<file path="src/rtl/comb_decim_pkg.sv">
// Shared constants for the comb decimator: parameter legality limits,
// synchroniser depth and a helper that sizes the phase counter.
package comb_decim_pkg;

    localparam int DECIM_RATIO_MIN = 1;
    localparam int DECIM_RATIO_MAX = 256;
    localparam int DIFF_DELAY_MIN  = 1;
    localparam int DIFF_DELAY_MAX  = 2;
    localparam int SYNC_STAGES     = 2;

    // Phase counter width; a ratio of 1 still keeps a 1-bit counter that
    // never leaves 0.
    function automatic int cnt_width(input int ratio);
        return (ratio > 1) ? $clog2(ratio) : 1;
    endfunction

endpackage

</file>
<file path="src/rtl/comb_decim_edge.sv">
// clk_edge_det: brings the CLK_I sample clock into the master clock domain
// as data and derives one-cycle rising (o_stb) and falling (o_fstb) strobes.
// Ports:
//   i_mclk   master clock
//   i_rst_n  asynchronous active-low reset
//   i_clk_in raw sample clock (treated as data)
//   o_stb    1-cycle strobe after a synchronised rising edge
//   o_fstb   1-cycle strobe after a synchronised falling edge
module clk_edge_det
    import comb_decim_pkg::*;
(
    input  logic i_mclk,
    input  logic i_rst_n,
    input  logic i_clk_in,
    output logic o_stb,
    output logic o_fstb
);

    logic [SYNC_STAGES-1:0] r_sync;
    logic                   r_hist;

    // Flops come out of reset high so a sample clock that is already high
    // at release is not mistaken for a fresh rising edge.
    always_ff @(posedge i_mclk or negedge i_rst_n) begin
        if (!i_rst_n) begin
            r_sync <= '1;
            r_hist <= 1'b1;
        end else begin
            r_sync <= {r_sync[SYNC_STAGES-2:0], i_clk_in};
            r_hist <= r_sync[SYNC_STAGES-1];
        end
    end

    assign o_stb  =  r_sync[SYNC_STAGES-1] & ~r_hist;
    assign o_fstb = ~r_sync[SYNC_STAGES-1] &  r_hist;

endmodule

</file>
<file path="src/rtl/comb_decim.sv">
// comb_decim: decimating comb stage of a CIC filter. Every R-th sample
// strobe is accepted; the output is the modular difference between the
// accepted sample and the one accepted M acceptances earlier, with
// overflow/underflow flags. A decimated sample clock is produced in the
// master clock domain.
// Ports:
//   MCLK_I   master clock          NRST_I  async active-low reset
//   CLK_I    input sample clock    DATA_I  signed input sample
//   CLK_O    decimated clock       DATA_O  signed comb output
//   OFDET_O  positive wrap flag    UFDET_O negative wrap flag
module comb_decim
    import comb_decim_pkg::*;
#(
    parameter int DATA_BIT_WIDTH = 5,
    parameter int DECIM_RATIO    = 4,
    parameter int DIFF_DELAY     = 1
) (
    input  logic                             MCLK_I,
    input  logic                             NRST_I,
    input  logic                             CLK_I,
    input  logic signed [DATA_BIT_WIDTH-1:0] DATA_I,
    output logic                             CLK_O,
    output logic signed [DATA_BIT_WIDTH-1:0] DATA_O,
    output logic                             OFDET_O,
    output logic                             UFDET_O
);

    localparam int W     = DATA_BIT_WIDTH;
    localparam int CNT_W = cnt_width(DECIM_RATIO);
    localparam logic [CNT_W-1:0] CNT_LAST = CNT_W'(DECIM_RATIO - 1);
    localparam logic [CNT_W-1:0] CNT_HALF = CNT_W'(DECIM_RATIO / 2);

    if (DECIM_RATIO < DECIM_RATIO_MIN || DECIM_RATIO > DECIM_RATIO_MAX) begin : g_bad_ratio
        $error("comb_decim: DECIM_RATIO %0d out of range", DECIM_RATIO);
    end
    if (DIFF_DELAY < DIFF_DELAY_MIN || DIFF_DELAY > DIFF_DELAY_MAX) begin : g_bad_delay
        $error("comb_decim: DIFF_DELAY %0d out of range", DIFF_DELAY);
    end

    logic             w_stb;
    logic             w_fstb;
    logic             w_accept;
    logic             w_clk_fall;
    logic [CNT_W-1:0] w_cnt_next;
    logic [W:0]       w_diff;
    logic [W-1:0]     w_xd;

    logic [CNT_W-1:0] r_cnt;
    logic [W-1:0]     r_dly [DIFF_DELAY];
    logic [W-1:0]     r_data;
    logic             r_of;
    logic             r_uf;
    logic             r_acc_d;
    logic             r_clk_o;

    clk_edge_det u_edge (
        .i_mclk  (MCLK_I),
        .i_rst_n (NRST_I),
        .i_clk_in(CLK_I),
        .o_stb   (w_stb),
        .o_fstb  (w_fstb)
    );

    assign w_cnt_next = (r_cnt == CNT_LAST) ? '0 : r_cnt + CNT_W'(1);
    assign w_accept   = w_stb && (r_cnt == CNT_LAST);
    assign w_xd       = r_dly[DIFF_DELAY-1];

    // One extra bit keeps the true difference so the wrap direction is
    // visible in the top two bits.
    assign w_diff = {DATA_I[W-1], DATA_I} - {w_xd[W-1], w_xd};

    // R=1 has no mid-cycle counter phase, so the input falling edge ends
    // the output high phase instead.
    assign w_clk_fall = (DECIM_RATIO == 1) ? w_fstb
                                           : (w_stb && (w_cnt_next == CNT_HALF));

    always_ff @(posedge MCLK_I or negedge NRST_I) begin
        if (!NRST_I) begin
            r_cnt   <= '0;
            r_data  <= '0;
            r_of    <= 1'b0;
            r_uf    <= 1'b0;
            r_acc_d <= 1'b0;
            r_clk_o <= 1'b0;
            for (int i = 0; i < DIFF_DELAY; i++) r_dly[i] <= '0;
        end else begin
            r_acc_d <= w_accept;
            if (w_stb) r_cnt <= w_cnt_next;
            if (w_accept) begin
                r_dly[0] <= DATA_I;
                for (int i = 1; i < DIFF_DELAY; i++) r_dly[i] <= r_dly[i-1];
                r_data <= w_diff[W-1:0];
                r_of   <= ~w_diff[W] &  w_diff[W-1];
                r_uf   <=  w_diff[W] & ~w_diff[W-1];
            end
            // Rise takes priority over a coincident fall.
            if (r_acc_d)         r_clk_o <= 1'b1;
            else if (w_clk_fall) r_clk_o <= 1'b0;
        end
    end

    assign DATA_O  = r_data;
    assign OFDET_O = r_of;
    assign UFDET_O = r_uf;
    assign CLK_O   = r_clk_o;

endmodule

</file>
<file path="config.mk">
export PLATFORM = sky130hd
export DESIGN_NAME = comb_decim
export DESIGN_NICKNAME = d
export VERILOG_FILES = /design/src/rtl/comb_decim_pkg.sv /design/src/rtl/comb_decim_edge.sv /design/src/rtl/comb_decim.sv
export SDC_FILE = /design/constraint.sdc
export NUM_CORES = 1
export LEC_CHECK = 0
export CAP_MARGIN = 20
export CORE_AREA = 10 10 56 58
export CTS_BUF_LIST = sky130_fd_sc_hd__clkbuf_16
export CTS_CLUSTER_SIZE = 8
export DETAILED_ROUTE_END_ITERATION = 7
export DIE_AREA = 0 0 66 68
export GPL_TIMING_DRIVEN = 0
export PLACE_DENSITY = 0.67
export SYNTH_ARGS = -nofsm -noshare
export SYNTH_HDL_FRONTEND = slang
export SYNTH_SLANG_ARGS = --single-unit
</file>
<file path="constraint.sdc">
create_clock -name MCLK_I -period 1.76 [get_ports MCLK_I]
set_input_delay 0.352 -clock MCLK_I [delete_from_list [all_inputs] [get_ports MCLK_I]]
set_output_delay 0.352 -clock MCLK_I [all_outputs]
set_load 0.02 [all_outputs]
</file>
* Yosys cells after proc, flatten, opt, wreduce, memory -nomap -nowiden
Cells that the tools add are included.
** Word-level totals
- Register bits after elaboration :: 19
- Input bits :: 8
- Output and inout bits :: 8
- Word-level logic and storage cells :: 25
** Cells by class
- $add $sub $neg :: 2
- Eq/ne operators :: 2
- Muxes and demuxes :: 3
- Bitwise gates (word level) :: 6
- Reductions and logical operators :: 3
** Operator list (number)
- subtractor 5 x 5 -> 6 bit :: 1
- == test 2 bit, second input constant :: 2
- bitwise AND 1 bit :: 3
- inverter 1 bit :: 3
- adder 2 x 1 -> 2 bit, second input constant :: 1
- logical AND 1 bit :: 2
- two-way mux 1 bit :: 2
- two-way mux 2 bit :: 1
- nonzero test 2 bit :: 1

* Logic depth before layout (Yosys ltp)
- Word-level depth :: 6
- Gate-level depth with buffers :: 8
- Gate-level depth less buffers :: 8

* Hierarchy
From an unflattened synthesis, not the netlist that was laid out.
** Second synthesis, totals
- Cells, all modules :: 80
- Area total of the unflattened synthesis :: 888.4 um^2
** By module, submodules not included
- comb_decim :: times used 1, cells each 75, area each 794.5 um^2, seq. area each 400.4 um^2
- clk_edge_det :: times used 1, cells each 5, area each 93.8 um^2, seq. area each 78.8 um^2

* Worst setup path before layout
Ideal clock, no wire load.
- Path kind :: input port to flip-flop
- From :: input DATA_I[0]
- To :: register r_of (netlist: OFDET_O)
- Setup time :: 110 ps
- Arrival time :: 1728 ps
- Setup slack :: -78 ps
- Stages :: 8
- Buffers on the path :: 0
- Cells stage by stage :: inv_1 -> ha_1 -> inv_1 -> fa_1 -> a21o_1 -> a21oi_1 -> xor2_1 -> o41ai_1
** Between the ends
- Word-level cells in the longest chain between the ends :: 3
** RTL lines
- start, declared :: RTL line comb_decim.sv:21 : input logic signed [DATA_BIT_WIDTH-1:0] DATA_I,
- subtractor 5 x 5 -> 6 bit (*) :: RTL line comb_decim.sv:70 : assign w_diff = {DATA_I[W-1], DATA_I} - {w_xd[W-1], w_xd};
- inverter 1 bit :: RTL line comb_decim.sv:93 : r_of <= ~w_diff[W] & w_diff[W-1];
- bitwise AND 1 bit (*) :: RTL line comb_decim.sv:93
- end signal, assigned :: RTL line comb_decim.sv:93
- end, declared :: RTL line comb_decim.sv:51 : logic r_of;
Every way passes the cells marked *; elsewhere a longest branch is shown, timed or not.
A chain may end at the register's enable or synchronous reset.

* Final worst setup path
- From :: input DATA_I[0]
- To :: register r_dly[0] (netlist name)
** RTL lines
- end, declared :: RTL line comb_decim.sv:49 : logic [W-1:0] r_dly [DIFF_DELAY];
No word-level cell between the ends.

==> flow_summary.ini <==
[floorplanning]
core_um2 = 2110
die_w_um = 66
die_y_um = 68
start_util = 0.422
die_area_um2 = 4490
floorplan.io_pins = 16
fp-row-count = 17

[clock_network]
clkTransAtPathRegs_ns = 0.05
cts_htree_levels = 1
cts_tree = done
clockRootBuffer = clkbuf_16
clockBufferDepth = 2
ctsHoldBuffers = 0
clkLatencyLatePin_ns = 0.25
cts_sinks = 19
cts_made_buffers = 3

[logic_synthesis]
ys_ff_latch = 19
yosysWarnings = 0
synth_area_um2 = 890
synth_top_area_share = 0.450
ys.flop_type = dfrtp_1
ys_top_cells_by_area = dfrtp_1 (45%), ha_1 (9.8%), dfstp_2 (8.9%)
syn_inst = 86
synth_nets = 102
synth.avg_cell_area_um2 = 10.3
ys_seq_area_frac = 0.539
synth.distinct_cells = 23
synth_top_area_cell = dfrtp_1
async_flop_share = 1.00
synth-edff-count = 0

[setup_path]
crit_required_ns = 1.94
cp-end-kind = register
path_class = in -> reg
worstPathMaxFanout = 2
critPathLaunchType = input pin
arrival_ns = 1.92

[power_and_ir_drop]
intPower_mw = 1.41
pwr-share-seq = 0.330
ir_worst_vdd_v = 0.000795
switching_power_uw = 734
pwr-share-comb = 0.459
finalPower_mw = 2.14
power_density_nw_per_um2 = 1650
swShare = 0.343
leakage_nw = 0.614
clkPwrFrac = 0.211

[layout]
final_common_cell = dfrtp_1
nNetsFinal = 135
layout_common_cells = dfrtp_1 (16), nand2_1 (15), buf_4 (13)
drive_gt1_frac = 0.254
fin_cells = 146
diodes = 0
final_cell_area_um2 = 1300
area_growth_pct = 46.0

[detailed_routing]
vias_per_cell = 4.71
drc = 0
vias = 688
drt-total-wl_um = 1820
drt_first_pass_iters = 2
drt_iter0_markers = 18
ant_nets = 0
routedWlPerCell_um = 12.5

[place]
io_buffers = 15
hpwl_um = 1220
place_inst = 129
place_congestion = 0.778
placed_cell_area_um2 = 1080

[global_route]
overflow = 0
grt_max_degree = 20
antenna_found_initial = 0
grt_pass1_wl_um = 2910
grt_util_all_layers = 0.0864
grt_pass1_vias = 665

[sta]
worst_clock_skew_ns = 0.00309
hold_viol = 0
min_period_ns = 1.74
final_max_slew_viol_count = 0
rsz0062_at_grt = true
fmax_ghz = 0.574
finalCritPeriodShare = 0.989
setup_violations = 0
worst_pin_slew_ns = 0.839
relSlewSlack = 0.439

[run]
drv_cap = 0

[hold_path]
hold_path.class = reg -> reg

[run_status]
status = completed
[what timing repair did]
action                                  4_1_cts  5_1_grt
pin swaps                                     7        2
endpoints found under the hold margin         0        0
endpoints found under the setup margin        3        4
setup buffers                                12        1
gates resized for setup                       5       10
[per-layer routing]
layer	up-vias	wire length, um	GRT usage
met4	0	57	0.0785
met5	-	0	0
met1	321	732	0.0903
li1	350	-	-
met2	13	921	0.140
met3	4	112	0.0245
[critical path, stage by stage]
cell,delay [ns]
clkdlybuf4s15_1,0.19
inv_2,0.06
buf_4,0.12
buf_4,0.12
buf_4,0.12
buf_4,0.12
buf_4,0.12
buf_4,0.12
buf_4,0.12
buf_4,0.12
buf_4,0.12
buf_4,0.12
o21ai_1,0.12
[stage by stage]
step                      hold WS [ns]  utilization  setup TNS, ns  worst slack [ns]
after floorplan                 0.0564            -              0            0.0806
after global placement           0.347        0.513          -1.44            -0.487
after detailed placement         0.347        0.513          -1.66            -0.507
after CTS                        0.355        0.594        -0.0539           -0.0431
after global routing             0.357        0.617        -0.0860           -0.0445
final                            0.354        0.617              0            0.0192
[worst paths after layout]
kind                            depth (start not counted)             start               end  slack [ns]
worst max-delay path                                   13         DATA_I[0]          r_dly[0]        0.02
worst min-delay path                                    0  u_edge.r_sync[0]  u_edge.r_sync[1]        0.35
worst max register to register                          7          r_dly[0]           OFDET_O        0.07
worst min register to register                          0  u_edge.r_sync[0]  u_edge.r_sync[1]        0.35
max in group asynchronous                               1            NRST_I          r_dly[4]        0.65
min in group asynchronous                               1            NRST_I          r_dly[1]        0.59
[cells by family (layout without fill, tap and decap cells)]
group	count (synthesis)	in the layout	synth area share
AND/OR/NAND/NOR	26	26	0.136
flip-flops	19	19	0.539
buffers and inverters	10	42	0.0422
XOR/XNOR	2	2	0.0197
AO/OA/AOI/OAI	21	21	0.142
adder cells (fa/ha/maj)	8	8	0.121
[area by class of cell]
class,count,area [um^2]
Fill cell,169,807
Timing Repair Buffer,28,249
Buffer,1,3.75
Sequential cell,19,479
Inverter,9,33.8
Clock buffer,3,75.1
Multi-Input combinational cell,57,419
Clock inverter,1,3.75
Tap cell,28,35.0
[state kept, by name (all words and copies together), names as in the netlist]
register	flops
OFDET_O	1
UFDET_O	1
r_acc_d	1
DATA_O	5
u_edge.r_hist	1
CLK_O	1
u_edge.r_sync	2
r_cnt	2
r_dly	5
[power groups by stage]
stage / registers [mW] / logic, mW / clock network, mW
after global placement: 0.699 / 0.849 / 0
final: 0.708 / 0.984 / 0.452
after floorplan: 0.805 / 0.455 / 0
after CTS: 0.701 / 0.913 / 0.469
after detailed placement: 0.708 / 0.866 / 0
after global routing: 0.732 / 1.10 / 0.490
[cell usage after synthesis, drive strengths merged, types with 2 or more instances]
cell type  count
o21a           2
o21ai         10
a21oi          4
inv            8
nor2b          2
dfrtp         16
ha             7
nand2b         3
nand2         15
dfstp          3
nor3           3
a21o           2
Note: power is estimated with default switching activity, not from simulation.
